**src/rtl/oled_spi_serializer.sv**
```systemverilog
// Write-only SPI serializer for an SSD1306-class OLED: shifts one 1..4 byte
// command MSB-first with SCK idling high (mode 3) and a per-word DCN line.
module oled_spi_serializer #(
  parameter int CBITS = 4
) (
  input  logic        i_clk,
  input  logic        i_reset,
  input  logic        i_wr,
  input  logic        i_dbit,
  input  logic [31:0] i_word,
  input  logic [1:0]  i_len,
  output logic        o_busy,
  output logic        o_sck,
  output logic        o_mosi,
  output logic        o_dbit
);

  typedef enum logic {IDLE = 1'b0, SHIFT = 1'b1} state_t;

  state_t            state_q, state_d;
  logic [CBITS-1:0]  div_q, div_d;
  logic [5:0]        bits_q, bits_d;
  logic [31:0]       sr_q, sr_d;
  logic              sck_q, sck_d;
  logic              mosi_q, mosi_d;
  logic              dbit_q, dbit_d;

  always_ff @(posedge i_clk) begin
    if (i_reset) begin
      state_q <= IDLE;
      div_q   <= '0;
      bits_q  <= '0;
      sr_q    <= '0;
      sck_q   <= 1'b1;
      mosi_q  <= 1'b1;
      dbit_q  <= 1'b0;
    end else begin
      state_q <= state_d;
      div_q   <= div_d;
      bits_q  <= bits_d;
      sr_q    <= sr_d;
      sck_q   <= sck_d;
      mosi_q  <= mosi_d;
      dbit_q  <= dbit_d;
    end
  end

  always_comb begin
    state_d = state_q;
    div_d   = div_q;
    bits_d  = bits_q;
    sr_d    = sr_q;
    sck_d   = sck_q;
    mosi_d  = mosi_q;
    dbit_d  = dbit_q;
    case (state_q)
      IDLE: begin
        sck_d = 1'b1;
        if (i_wr) begin
          state_d = SHIFT;
          sr_d    = i_word;
          bits_d  = 6'({i_len, 3'b000}) + 6'd8;
          div_d   = '0;
          // First low phase begins on the very next cycle with bit 31 already on MOSI.
          sck_d   = 1'b0;
          mosi_d  = i_word[31];
          dbit_d  = i_dbit;
        end
      end
      SHIFT: begin
        div_d = div_q + CBITS'(1);
        sck_d = div_d[CBITS-1];
        if (div_q == '1) begin
          bits_d = bits_q - 6'd1;
          sr_d   = {sr_q[30:0], 1'b0};
          if (bits_q == 6'd1) begin
            // Last high phase done: park SCK high, MOSI keeps the final bit.
            state_d = IDLE;
            sck_d   = 1'b1;
          end else begin
            mosi_d = sr_q[30];
          end
        end
      end
      default: state_d = IDLE;
    endcase
  end

  assign o_busy = (state_q == SHIFT);
  assign o_sck  = sck_q;
  assign o_mosi = mosi_q;
  assign o_dbit = dbit_q;

endmodule
```
**config.mk**
```make
export PLATFORM = sky130hd
export DESIGN_NAME = oled_spi_serializer
export DESIGN_NICKNAME = d
export VERILOG_FILES = /design/src/rtl/oled_spi_serializer.sv
export SDC_FILE = /design/constraint.sdc
export NUM_CORES = 1
export LEC_CHECK = 0
export BUFFER_PORTS_ARGS = -buffer_cell sky130_fd_sc_hd__buf_2
export CORE_MARGIN = 1.5
export CORE_UTILIZATION = 55
export CTS_BUF_LIST = sky130_fd_sc_hd__clkbuf_16
export CTS_CLUSTER_SIZE = 24
export DETAILED_ROUTE_END_ITERATION = 6
export PLACE_DENSITY = 0.86
export SLEW_MARGIN = 0
export SYNTH_ARGS = -nofsm -noshare
export SYNTH_HDL_FRONTEND = slang
export SYNTH_SLANG_ARGS = --single-unit
```
**constraint.sdc**
```tcl
create_clock -name i_clk -period 2.03 [get_ports i_clk]
set_clock_uncertainty 0.05 [all_clocks]
set_input_delay 0.1015 -clock i_clk [delete_from_list [all_inputs] [get_ports i_clk]]
set_output_delay 0.1015 -clock i_clk [all_outputs]
set_load 0.03 [all_outputs]
```
Yosys cells after proc, flatten, opt, wreduce, memory -nomap -nowiden
Index checks and enable logic that the tools add are counted.
Widths: inputs -> output; s select.
Operators by class
  $add $sub $neg: 3
  eq/ne operators: 5
  multiplexer cells: 20
  bitwise operators: 1
  reductions and logical operators: 3
Operators by type and width (number)
  $mux 31: 2
  $pmux 31 s2: 1
  $mux 6: 2
  $pmux 6 s2: 1
  $mux 1: 9
  $pmux 4 s2: 1
  $add 5x4->6 const B: 1
  $eq 6x1->1 const B: 1
  $pmux 1 s2: 3
  $sub 6x1->6 const B: 1
  $add 4x1->4 const B: 1
  $eq 4x4->1 const B: 1
  $mux 4: 1
  $ne 2x2->1 const B: 2
  $reduce_and 2->1: 2
  $reduce_and 3->1: 1
  $ne 2x1->1 const B: 1
  $not 1->1: 1
Word-level totals
  register bits after elaboration: 45
  bits of input ports: 38
  output and inout port bits: 4
  word-level logic and storage cells: 39

Logic depth before layout (Yosys ltp)
  depth after elaboration: 4
  depth in mapped cells: 6
  gate-level depth less buffers: 5

Worst setup path before layout
OpenSTA, ideal clock, no wires.
  path kind: reg-to-reg
  start: reg state_q (netlist: o_busy)
  end: reg bits_q[5]
  setup time: 137 ps
  arrival: 1347 ps
  data required time: 1843 ps
  setup slack: 496 ps
  stages on the path, launching flop included: 6
  buffers on the path: 2
  period minus slack after synthesis: 1534 ps
  cells stage by stage: dfxtp_1 -> buf_4 -> nand4_1 -> nand2_2 -> buf_6 -> o221ai_1
Between the ends
  word-level cells in the longest chain between the ends: 3
  elaborated cells on any way between the ends: 5
  classes of those cells: 2 x eq/ne; 1 x mux; 1 x bitwise; 1 x reduce/logical
Ends and longest elaborated chain
  start: declaration: RTL line 20  | state_t state_q, state_d;
  start signal: assignment: RTL line 38  | state_q <= state_d;
  $not 1->1 (no source line)
  $ne 2x2->1 (no source line)
  $reduce_and 2->1 (no source line)
  end signal: assignment: RTL line 40  | bits_q <= bits_d;
  end: declaration: RTL line 22  | logic [5:0] bits_q, bits_d;
Several ways; a longest one is shown, not always the timed one.
A chain may end at the register's enable or synchronous reset.

Final worst setup path
  start: reg state_q (netlist: o_busy)
  end: reg sr_q[11]
Between the ends
  word-level cells in the longest chain between the ends: 3
  elaborated cells on any way between the ends: 5
  classes of those cells: 2 x eq/ne; 1 x mux; 1 x bitwise; 1 x reduce/logical
Ends and longest elaborated chain
  $not 1->1 (no source line)
  $ne 2x2->1 (no source line)
  $reduce_and 2->1 (no source line)
  end signal: assignment: RTL line 41  | sr_q <= sr_d;
  end: declaration: RTL line 23  | logic [31:0] sr_q, sr_d;
Several ways; a longest one is shown, not always the timed one.

==> qor.yml <==
p_per_area_mw_per_mm2: 801.4
grt_pass1_vias: 1712
fin_nets: 307
ys_ff_latch: 45
finalSetupViolations: 0
initial_utilization_pct: 58.13
wirelength_um: 5130
worst_slew_pin_slew_ns: 0.8445
min_period_over_period_pct: 92.29
worstReg2RegEnd: "sr_q[11]"
clk_pin_slew_ns: 0.06
hpwl_um: 3407
cts_tree: "done"
io_buffers: 41
vias: 1898
antenna_found_initial: 0
required_ns: 2.18
clk_path_buf_depth: 2
core_area_mm2: 0.004058
maxSlewHeadroom_pct: 43.45
cp_max_fo: 21
status: "finished clean"
critical_path_arrival_ns: 2.02
synthCells: 233
first_pass_iters: 4
maxCapViolations: 0
htree_levels: 2
crit_chain: "nor2b_2 > buf_4 > nor3_1 > a211oi_2"
setup_ws_ns: 0.1565
drcViolationCount: 0
clock-root-buffer: "clkbuf_16"
design_area_mm2: 0.002656
tns_ns: 0
hold_path_depth: 3
fp.dieArea_mm2: 0.004690
period_needed_ns: 1.873
dr.first_iter.drc_count: 187
hold_viol_final: 0
dieWidth_um: 68.49
min_to: "sr_q[0]"
ctsHoldBuffers: 0
grt_usage_pct: 23.40
yosysTopAreaCellShare_pct: 38.20
synth_edf_count: 0
slowest_stage: "nor2b_2"
startpoint_type: "register"
cts_resized: 0
synth_flop_cell: "dfxtp_1"
yosysSeqAreaShare_pct: 38.20
worst-path-buf-inv: 1
dpl_worst_slack_ns: 0.2738
hold_path_class: "input port to register"
path_delay_family: "simple AND/OR/NAND/NOR gates"
ir_worst_vdd_mv: 0.4149
slew_viol_final: 0
ios: 42
dpl_cell_area_mm2: 0.002517
synth.distinct_cells: 35
max_stage_delay_ns: 0.68
fp.dieH_um: 68.49
grt_max_degree: 27
drive_gt1_share_pct: 33.46
syn_to_final_growth_pct: 12.63
cp-end-kind: "register"
clk_latency_ns: 0.29
critPathKind: "register to register"
grt_pass1_wl_um: 8121
leakagePower_uw: 0.001014
cts_inserted_buffers: 5
max_clock_freq_mhz: 533.8
r2r_setup_slack_ns: 0.16
hold_start: "i_word[0]"
syn-num-nets: 275
r2r_cells: 4
syn_area_mm2: 0.002359
post_cts_buffers: 0
rsz0062_at_grt: "false"
avgViaCountPerCell: 6.006
overflow: 0
ant_nets: 0
yosys.area.top_type: "dfxtp_1"
rows: 23
timing.rr.start: "o_busy"
ys_warn_count: 0
nFillCells: 331
antennaDiodeCount: 0
place.gp.congestion: 0.8772
cts.sinks: 45
worst-path-stages: 4
synthTopCellsByArea: "dfxtp_1 (38%), a211oi_2 (15%), mux2i_1 (14%)"
wire_per_inst_um: 16.23
synth_common_cells: "dfxtp_1 (45), mux2i_1 (33), nor3_1 (32)"
synthArstFlopShare_pct: 0
synthMostInstantiatedCell: "dfxtp_1"
syn_area_per_cell_um2: 10.12
-- layout by cell type, fill, tap and decap left out, drive strengths merged, types with 2 or more instances in the layout --
cell / n
a211oi: 32
a21oi: 9
a31oi: 2
a32oi: 2
a41oi: 2
buf: 48
clkbuf: 5
clkinv: 2
dfxtp: 45
ha: 4
inv: 9
mux2i: 33
nand2: 6
nand2b: 2
nand3: 5
nor2: 7
nor2b: 3
nor3: 32
o21ai: 4
o32ai: 2
-- sequential cells by signal, indices dropped and copies added (netlist names) --
name,count
bits_q,6
div_q,4
o_busy,1
o_dbit,1
o_mosi,1
o_sck,1
sr_q,31
-- layout make-up --
type	count	area (um^2)	area share, %
Multi-Input combinational cell	157	1265	47.62
Sequential cell	45	902.1	33.96
Timing Repair Buffer	48	257.7	9.703
Clock buffer	5	125.1	4.710
Tap cell	50	62.56	2.355
Inverter	8	30.03	1.130
Clock inverter	3	13.76	0.5181
-- worst max-delay path by stage --
stage                         from         to
final                       o_busy   sr_q[11]
after global routing        o_busy   sr_q[11]
after CTS                   o_busy   sr_q[11]
after detailed placement    o_busy    sr_q[5]
after global placement    div_q[0]   sr_q[21]
after floorplan             o_busy  bits_q[5]
-- worst register-to-register path: stages (launching register included) --
cell and delay, ns:
dfxtp_2 0.36, nor2b_2 0.68, buf_4 0.35, nor3_1 0.11, a211oi_2 0.24
-- kinds of logic (layout without fill, tap and decap cells) --
| kind of cell | Yosys count | count (layout) | synth area share [%] |
|---|---|---|---|
| simple gates | 61 | 61 | 13.32 |
| compound gates | 58 | 58 | 23.71 |
| flops | 45 | 45 | 38.20 |
| mux | 33 | 33 | 14.01 |
| buf+inv | 31 | 64 | 8.276 |
| fa+ha+maj | 4 | 4 | 2.122 |
| xor+xnor | 1 | 1 | 0.3714 |
-- where the power goes --
part	internal [uW]	switching (uW)	leakage, uW	total [uW]
clock network	447	330	0.0000748	777
logic	160	203	0.000568	363
registers	948	40.2	0.000371	988
total	1550	574	0.00101	2130
-- through the flow --
stage	hold WS [ns]	power [uW]	util (%)	instances
2_1_floorplan	0.1875	1283	-	233
3_3_place_gp	0.3252	1351	62.04	308
3_5_place_dp	0.3284	1367	62.04	308
4_1_cts	0.02975	2140	65.46	316
5_1_grt	0.04602	2212	65.46	316
6_report	0.03381	2129	65.46	316
-- metal layers --
| layer | wire, um | vias to the layer above | global-route usage (%) |
|---|---|---|---|
| li1 | - | 931 | - |
| met1 | 2285 | 907 | 30.86 |
| met2 | 2498 | 47 | 36.18 |
| met3 | 219 | 13 | 5.757 |
| met4 | 126 | 0 | 10.00 |
| met5 | 0 | - | 0 |
Power figures use the tool's default switching activity.
